### src/rtl/hazard_stall_ctrl_pkg.sv
// Shared constants and FSM state type for the hazard/stall sequencer.
package hazard_stall_ctrl_pkg;

  localparam int REG_FILE_ADDR_LEN = 5;
  localparam int HZ_STATE_LEN      = 2;

  // RUN=0, MEM_WAIT=1, ERR=2; the unused code 3 is treated as ERR.
  typedef enum logic [HZ_STATE_LEN-1:0] {
    HZ_RUN      = 2'd0,
    HZ_MEM_WAIT = 2'd1,
    HZ_ERR      = 2'd2
  } hz_state_e;

endpackage

### src/rtl/hazard_stall_ctrl_if.sv
// Pipeline-side signal bundle of the hazard/stall sequencer.
// master = pipeline side (drives hazard inputs), slave = sequencer side.
interface hazard_stall_ctrl_if #(
  parameter int REG_ADDR_W = 5
);
  logic                  fwd_en;
  logic [REG_ADDR_W-1:0] src1_ID;
  logic [REG_ADDR_W-1:0] src2_ID;
  logic                  two_src_ID;
  logic [REG_ADDR_W-1:0] dest_EXE;
  logic                  WB_EN_EXE;
  logic                  MEM_R_EN_EXE;
  logic [REG_ADDR_W-1:0] dest_MEM;
  logic                  WB_EN_MEM;
  logic                  branch_taken_EXE;
  logic                  mem_req;
  logic                  mem_ready;
  logic                  freeze_PC;
  logic                  freeze_IF_ID;
  logic                  bubble_ID_EXE;
  logic                  flush_IF_ID;
  logic                  stall_all;
  logic                  timeout_err;

  modport master (
    output fwd_en, src1_ID, src2_ID, two_src_ID, dest_EXE, WB_EN_EXE,
           MEM_R_EN_EXE, dest_MEM, WB_EN_MEM, branch_taken_EXE, mem_req, mem_ready,
    input  freeze_PC, freeze_IF_ID, bubble_ID_EXE, flush_IF_ID, stall_all, timeout_err
  );

  modport slave (
    input  fwd_en, src1_ID, src2_ID, two_src_ID, dest_EXE, WB_EN_EXE,
           MEM_R_EN_EXE, dest_MEM, WB_EN_MEM, branch_taken_EXE, mem_req, mem_ready,
    output freeze_PC, freeze_IF_ID, bubble_ID_EXE, flush_IF_ID, stall_all, timeout_err
  );

endinterface

### src/rtl/hazard_stall_ctrl_hazard_detect.sv
// Combinational hazard detector: load-use always, any RAW when forwarding is off.
module hazard_stall_ctrl_hazard_detect #(
  parameter int REG_ADDR_W = 5
) (
  input  logic                  fwd_en_i,
  input  logic [REG_ADDR_W-1:0] src1_i,
  input  logic [REG_ADDR_W-1:0] src2_i,
  input  logic                  two_src_i,
  input  logic [REG_ADDR_W-1:0] dest_exe_i,
  input  logic                  wb_en_exe_i,
  input  logic                  mem_r_en_exe_i,
  input  logic [REG_ADDR_W-1:0] dest_mem_i,
  input  logic                  wb_en_mem_i,
  output logic                  hazard_o
);

  // r0 is never a real dependency; src2 only counts when the instruction reads it.
  function automatic logic dest_match(input logic [REG_ADDR_W-1:0] dest);
    return (dest != '0) && ((src1_i == dest) || (two_src_i && (src2_i == dest)));
  endfunction

  logic hz_lu_s;
  logic hz_nofwd_s;

  // Hazard classification from the ID sources against EXE/MEM destinations.
  always_comb begin
    hz_lu_s    = mem_r_en_exe_i & wb_en_exe_i & dest_match(dest_exe_i);
    hz_nofwd_s = ~fwd_en_i & ((wb_en_exe_i & dest_match(dest_exe_i)) |
                              (wb_en_mem_i & dest_match(dest_mem_i)));
    hazard_o   = hz_lu_s | hz_nofwd_s;
  end

endmodule

### src/rtl/hazard_stall_ctrl.sv
// Pipeline hazard/stall sequencer: hazard freezes, branch flushes (deferred
// across memory waits), whole-pipeline stall during data-memory waits and a
// sticky timeout error. Optional perf counters under HAZARD_PERF_CNT_EN.
module hazard_stall_ctrl
  import hazard_stall_ctrl_pkg::*;
#(
  parameter int REG_ADDR_W  = REG_FILE_ADDR_LEN,
  parameter int MEM_TIMEOUT = 255,
  parameter int TO_CNT_W    = 8
) (
  input  logic                 clk,
  input  logic                 rst,
  hazard_stall_ctrl_if.slave   bus
`ifdef HAZARD_PERF_CNT_EN
  ,
  output logic [31:0]          lu_stall_cnt,
  output logic [31:0]          mem_stall_cnt,
  output logic [31:0]          flush_cnt
`endif
);

  hz_state_e           state_q, state_d;
  logic [TO_CNT_W-1:0] to_cnt_q, to_cnt_d;
  logic                flush_pend_q, flush_pend_d;
  logic                hazard_s;
  logic                freeze_s, bubble_s, flush_s, stall_s, err_s;

  hazard_stall_ctrl_hazard_detect #(.REG_ADDR_W(REG_ADDR_W)) u_hazard_detect (
    .fwd_en_i       (bus.fwd_en),
    .src1_i         (bus.src1_ID),
    .src2_i         (bus.src2_ID),
    .two_src_i      (bus.two_src_ID),
    .dest_exe_i     (bus.dest_EXE),
    .wb_en_exe_i    (bus.WB_EN_EXE),
    .mem_r_en_exe_i (bus.MEM_R_EN_EXE),
    .dest_mem_i     (bus.dest_MEM),
    .wb_en_mem_i    (bus.WB_EN_MEM),
    .hazard_o       (hazard_s)
  );

  // Next-state and Mealy outputs; memory stall outranks flush, flush outranks hazard.
  always_comb begin
    state_d      = state_q;
    to_cnt_d     = to_cnt_q;
    flush_pend_d = flush_pend_q;
    freeze_s     = 1'b0;
    bubble_s     = 1'b0;
    flush_s      = 1'b0;
    stall_s      = 1'b0;
    err_s        = 1'b0;
    case (state_q)
      HZ_RUN: begin
        if (bus.mem_req && !bus.mem_ready) begin
          stall_s      = 1'b1;
          state_d      = HZ_MEM_WAIT;
          to_cnt_d     = TO_CNT_W'(1);
          flush_pend_d = bus.branch_taken_EXE;
        end else if (bus.branch_taken_EXE || flush_pend_q) begin
          // The ID instruction is discarded, so no freeze is needed.
          flush_s      = 1'b1;
          bubble_s     = 1'b1;
          flush_pend_d = 1'b0;
        end else if (hazard_s) begin
          freeze_s     = 1'b1;
          bubble_s     = 1'b1;
        end else begin
          freeze_s     = 1'b0;
        end
      end
      HZ_MEM_WAIT: begin
        stall_s      = 1'b1;
        flush_pend_d = flush_pend_q | bus.branch_taken_EXE;
        if (bus.mem_ready) begin
          stall_s  = 1'b0;
          state_d  = HZ_RUN;
          to_cnt_d = '0;
        end else if (to_cnt_q == TO_CNT_W'(MEM_TIMEOUT)) begin
          state_d  = HZ_ERR;
        end else begin
          to_cnt_d = to_cnt_q + TO_CNT_W'(1);
        end
      end
      default: begin
        // ERR and the unused encoding: locked until reset.
        stall_s = 1'b1;
        err_s   = 1'b1;
        state_d = HZ_ERR;
      end
    endcase
  end

  // State, timeout counter and deferred-flush flag.
  always_ff @(posedge clk or negedge rst) begin
    if (!rst) begin
      state_q      <= HZ_RUN;
      to_cnt_q     <= '0;
      flush_pend_q <= 1'b0;
    end else begin
      state_q      <= state_d;
      to_cnt_q     <= to_cnt_d;
      flush_pend_q <= flush_pend_d;
    end
  end

  assign bus.freeze_PC     = freeze_s;
  assign bus.freeze_IF_ID  = freeze_s;
  assign bus.bubble_ID_EXE = bubble_s;
  assign bus.flush_IF_ID   = flush_s;
  assign bus.stall_all     = stall_s;
  assign bus.timeout_err   = err_s;

`ifdef HAZARD_PERF_CNT_EN
  logic [31:0] lu_cnt_q, mem_cnt_q, flush_cnt_q;

  function automatic logic [31:0] sat_inc(input logic [31:0] cnt, input logic en);
    if (en && (cnt != 32'hFFFF_FFFF)) begin
      return cnt + 32'd1;
    end else begin
      return cnt;
    end
  endfunction

  // Saturating event counters for hazard stalls, memory stalls and flushes.
  always_ff @(posedge clk or negedge rst) begin
    if (!rst) begin
      lu_cnt_q    <= 32'd0;
      mem_cnt_q   <= 32'd0;
      flush_cnt_q <= 32'd0;
    end else begin
      lu_cnt_q    <= sat_inc(lu_cnt_q, bubble_s & ~flush_s);
      mem_cnt_q   <= sat_inc(mem_cnt_q, stall_s);
      flush_cnt_q <= sat_inc(flush_cnt_q, flush_s);
    end
  end

  assign lu_stall_cnt  = lu_cnt_q;
  assign mem_stall_cnt = mem_cnt_q;
  assign flush_cnt     = flush_cnt_q;
`endif

endmodule

### src/flat_wrapper.sv
// flat-port wrapper written by rule: the top's interface ports become plain ports
module hazard_stall_ctrl_flat import hazard_stall_ctrl_pkg::*;
#(
  parameter int REG_ADDR_W  = REG_FILE_ADDR_LEN,
  parameter int MEM_TIMEOUT = 255,
  parameter int TO_CNT_W    = 8
)
  (clk, rst, bus_fwd_en, bus_src1_ID, bus_src2_ID, bus_two_src_ID, bus_dest_EXE, bus_WB_EN_EXE, bus_MEM_R_EN_EXE, bus_dest_MEM, bus_WB_EN_MEM, bus_branch_taken_EXE, bus_mem_req, bus_mem_ready, bus_freeze_PC, bus_freeze_IF_ID, bus_bubble_ID_EXE, bus_flush_IF_ID, bus_stall_all, bus_timeout_err);
  hazard_stall_ctrl_if #(.REG_ADDR_W(REG_ADDR_W)) bus_i ();
  input  logic clk;
  input  logic rst;
  input wire logic [$bits(bus_i.fwd_en)-1:0] bus_fwd_en;
  input wire logic [$bits(bus_i.src1_ID)-1:0] bus_src1_ID;
  input wire logic [$bits(bus_i.src2_ID)-1:0] bus_src2_ID;
  input wire logic [$bits(bus_i.two_src_ID)-1:0] bus_two_src_ID;
  input wire logic [$bits(bus_i.dest_EXE)-1:0] bus_dest_EXE;
  input wire logic [$bits(bus_i.WB_EN_EXE)-1:0] bus_WB_EN_EXE;
  input wire logic [$bits(bus_i.MEM_R_EN_EXE)-1:0] bus_MEM_R_EN_EXE;
  input wire logic [$bits(bus_i.dest_MEM)-1:0] bus_dest_MEM;
  input wire logic [$bits(bus_i.WB_EN_MEM)-1:0] bus_WB_EN_MEM;
  input wire logic [$bits(bus_i.branch_taken_EXE)-1:0] bus_branch_taken_EXE;
  input wire logic [$bits(bus_i.mem_req)-1:0] bus_mem_req;
  input wire logic [$bits(bus_i.mem_ready)-1:0] bus_mem_ready;
  output wire logic [$bits(bus_i.freeze_PC)-1:0] bus_freeze_PC;
  output wire logic [$bits(bus_i.freeze_IF_ID)-1:0] bus_freeze_IF_ID;
  output wire logic [$bits(bus_i.bubble_ID_EXE)-1:0] bus_bubble_ID_EXE;
  output wire logic [$bits(bus_i.flush_IF_ID)-1:0] bus_flush_IF_ID;
  output wire logic [$bits(bus_i.stall_all)-1:0] bus_stall_all;
  output wire logic [$bits(bus_i.timeout_err)-1:0] bus_timeout_err;
  assign bus_i.fwd_en = bus_fwd_en;
  assign bus_i.src1_ID = bus_src1_ID;
  assign bus_i.src2_ID = bus_src2_ID;
  assign bus_i.two_src_ID = bus_two_src_ID;
  assign bus_i.dest_EXE = bus_dest_EXE;
  assign bus_i.WB_EN_EXE = bus_WB_EN_EXE;
  assign bus_i.MEM_R_EN_EXE = bus_MEM_R_EN_EXE;
  assign bus_i.dest_MEM = bus_dest_MEM;
  assign bus_i.WB_EN_MEM = bus_WB_EN_MEM;
  assign bus_i.branch_taken_EXE = bus_branch_taken_EXE;
  assign bus_i.mem_req = bus_mem_req;
  assign bus_i.mem_ready = bus_mem_ready;
  assign bus_freeze_PC = bus_i.freeze_PC;
  assign bus_freeze_IF_ID = bus_i.freeze_IF_ID;
  assign bus_bubble_ID_EXE = bus_i.bubble_ID_EXE;
  assign bus_flush_IF_ID = bus_i.flush_IF_ID;
  assign bus_stall_all = bus_i.stall_all;
  assign bus_timeout_err = bus_i.timeout_err;
  hazard_stall_ctrl #(.REG_ADDR_W(REG_ADDR_W), .MEM_TIMEOUT(MEM_TIMEOUT), .TO_CNT_W(TO_CNT_W)) u_core (.clk(clk), .rst(rst), .bus(bus_i));
endmodule
### config.mk
export PLATFORM = sky130hd
export DESIGN_NAME = hazard_stall_ctrl_flat
export DESIGN_NICKNAME = d
export VERILOG_FILES = /design/src/rtl/hazard_stall_ctrl_pkg.sv /design/src/rtl/hazard_stall_ctrl_if.sv /design/src/rtl/hazard_stall_ctrl_hazard_detect.sv /design/src/rtl/hazard_stall_ctrl.sv /design/src/flat_wrapper.sv
export SDC_FILE = /design/constraint.sdc
export NUM_CORES = 1
export LEC_CHECK = 0
export CORE_MARGIN = 2
export CORE_UTILIZATION = 45
export DETAILED_ROUTE_END_ITERATION = 12
export PLACE_DENSITY = 0.94
export RECOVER_POWER = 50
export SLEW_MARGIN = 20
export SYNTH_ARGS = -nofsm -noshare
export SYNTH_HDL_FRONTEND = slang
export SYNTH_SLANG_ARGS = --single-unit
### constraint.sdc
create_clock -name clk -period 5.5 [get_ports clk]
set_clock_uncertainty 0.1 [all_clocks]
set_input_delay 1.1 -clock clk [delete_from_list [all_inputs] [get_ports clk]]
set_output_delay 1.1 -clock clk [all_outputs]
set_load 0.01 [all_outputs]
==> flow_summary.yaml <==
run_status:
  status: "finished, final reports clean"
power:
  power_leakage_nw: 0.494
  ir_worst_vdd_uv: 176
  clockPowerShare_pct: 25.5
  powerDensity_mw_per_mm2: 169
  internal-power_w: 0.000152
  seqPwrFrac_pct: 42.5
  p_sw_share_pct: 28.5
  comb_power_share_pct: 32.1
  p_sw_w: 0.0000608
grt:
  grt_use_total_pct: 23.3
  overflow: 0
  antenna_found_initial: 0
  grt_pass1_vias: 906
  grt_max_degree: 12
  grt_pass1_wl_mm: 3.70
logic_synthesis:
  synth_warnings: 0
  synth_commonest_cells: "20 x xnor2_1, 14 x nor2_1, 11 x dfrtp_1"
  yosys.cell_count.top_type: "xnor2_1"
  syn_nets: 134
  synth_top_area_cell: "dfrtp_1"
  syn_area_um2: 876
  synth_cells: 103
  yosysUniqueCellTypes: 29
  ys_ff_latch: 11
  ys_seq_area_share_pct: 31.4
  postSynthAreaPerCell_um2: 8.50
  synth-main-ff-cell: "dfrtp_1"
  async_reset_ff_share_pct: 100
  synth.area.top_cells: "dfrtp_1 31%, xnor2_1 20%, nor2_1 6.0%, xor2_1 6.0%, nand2_1 4.3%"
  synth_top_area_share_pct: 31.4
  synth_edf_count: 0
cts:
  clock_latency_ps: 270
  clk_pin_slew_ps: 70
  postCtsHoldBufs: 0
  clockBufferDepth: 2
  cts_resized: 0
  clockRootBuffer: "clkbuf_4"
  cts_tree: "yes"
  numCtsBuffers: 3
  clock-sinks: 11
  cts.htree.levels: 1
  cts_setup_buffers: 0
timing:
  fmax_mhz: 223
  hold_violations: 0
  finalCritPeriodShare_pct: 81.6
  tns_ps: 0
  slew_headroom_pct: 47.7
  whs_ps: 435
  finalSetupViolations: 0
  rsz0062_at_grt: "false"
  drv_slew: 0
  fin_crit_ps: 4490
  worst_pin_slew_ps: 780
route:
  drt_first_iter_violations: 10
  wirelength_mm: 2.34
  num_vias: 885
  ant_nets: 0
  drcViolationCount: 0
  via_per_inst: 5.36
  drt-pass1-iter-count: 4
  wl_per_cell_um: 14.2
finish:
  layout-drive-gt1-share_pct: 4.29
  diodes: 0
  nets: 172
  syn2layout_area_growth_pct: 43.6
placed_design:
  dp_hpwl_mm: 1.92
  numPortBuffers: 35
  place_congestion: 0.811
hold_path:
  min_path_type: "reg -> reg"
die:
  ios: 36
  start_util_pct: 49.1
  rows: 15
  core_mm2: 0.00178
  fp.dieH_um: 48.1
  die_x_um: 48.1
  die_area_mm2: 0.00232
critical_path:
  path_cells: "dlygate4sd3_1, nand2b_1, nand2_1, nor4b_1, a22oi_2, nor3_2, clkdlybuf4s50_1"
  critical_path_required_ps: 4300
  crit_fanout: 8
  worstSetupPathType: "in -> out"
  max_stage_delay_ps: 640
  slowest_stage: "dlygate4sd3_1"
  cp_data_arrival_time_ps: 3290
  crit_path_end_kind: "output pin"
  crit_path_start_kind: "primary input"
run:
  maxCapViolCount: 0
[layer usage]
metal	vias to the layer above	share of wire (%)	GRT usage (%)
met1	409	42	27.8
met5	-	0	0
li1	431	-	-
met4	0	1.6	14.1
met2	41	47	39.5
met3	4	9.3	3.33
[kinds of logic (layout without fill, tap and decap cells)]
group | after synthesis | count (layout) | synth area share [%]
simple gates | 47 | 47 | 27.6
xor+xnor | 26 | 26 | 26.0
compound gates | 13 | 13 | 11.0
flops | 11 | 11 | 31.4
buf+inv | 5 | 42 | 2.57
fa+ha+maj | 1 | 1 | 1.43
[path summary, 6_finish.rpt]
kind,cells after the start,from,slack (ps),to
hold / removal,2,u_core.to_cnt_q[1],430,u_core.to_cnt_q[1]
hold reg to reg,2,u_core.to_cnt_q[1],430,u_core.to_cnt_q[1]
max in group asynchronous,1,rst,3820,u_core.to_cnt_q[6]
min in group asynchronous,1,rst,1130,u_core.to_cnt_q[0]
setup reg to reg,6,u_core.to_cnt_q[0],3350,u_core.to_cnt_q[5]
setup / recovery,7,bus_mem_ready,1010,bus_freeze_IF_ID
[flip-flops by register name, indices dropped and copies added (netlist names)]
register / cells
u_core.state_q: 2
u_core.to_cnt_q: 8
u_core.flush_pend_q: 1
[layout by cell type (no fill, tap or decap)]
master / count
nand4_1: 5
nand3_1: 5
and3b_1: 1
o41ai_1: 1
o22ai_1: 2
nand2_1: 10
a22oi_2: 1
clkbuf_1: 1
nor3_1: 1
nand2b_1: 1
xor2_1: 6
ha_1: 1
dlygate4sd3_1: 2
o21ai_0: 3
and2_0: 1
clkbuf_4: 3
clkdlybuf4s50_1: 33
xnor2_1: 20
and3_1: 1
nand3b_1: 1
nand2_2: 1
dfrtp_1: 11
nor4b_1: 1
inv_1: 3
and4_1: 1
a21oi_1: 4
and2_1: 1
nor2_1: 14
nor3_2: 1
a31oi_1: 2
or4_1: 2
[per-stage QoR]
stage               util, %  instances  cell area, um^2  setup WS, ps  total power (W)
finish                 70.5        165             1260          1010         0.000213
global route           70.5        165             1260           805         0.000227
CTS                    71.4        165             1270          1070         0.000216
detailed placement     69.9        161             1250          1090         0.000160
global placement       69.9        161             1250          1170         0.000157
floorplan                 -        103              876          2120         0.000121
[area by class of cell]
class                   instances  area (um^2)
well taps                      25         31.3
repair buffers                 35          350
clock buffers                   4         26.3
inverters                       3         11.3
multi-input cells              87          563
fillers                       131          526
flip-flops and latches         11          275
[worst max-delay path, delay by kind of cell]
kind	cells	cell delay [ps]
buffers and inverters	2	1200
AND/OR/NAND/NOR	4	880
AO/OA/AOI/OAI	1	110
[power groups by stage]
| stage | sequential (W) | combinational (W) | clock, W |
|---|---|---|---|
| floorplan | 0.0000906 | 0.0000304 | 0 |
| global placement | 0.0000916 | 0.0000657 | 0 |
| detailed placement | 0.0000920 | 0.0000682 | 0 |
| CTS | 0.0000904 | 0.0000687 | 0.0000572 |
| global route | 0.0000913 | 0.0000742 | 0.0000615 |
| finish | 0.0000905 | 0.0000684 | 0.0000542 |
No activity file was read; power rests on OpenSTA's default activity.
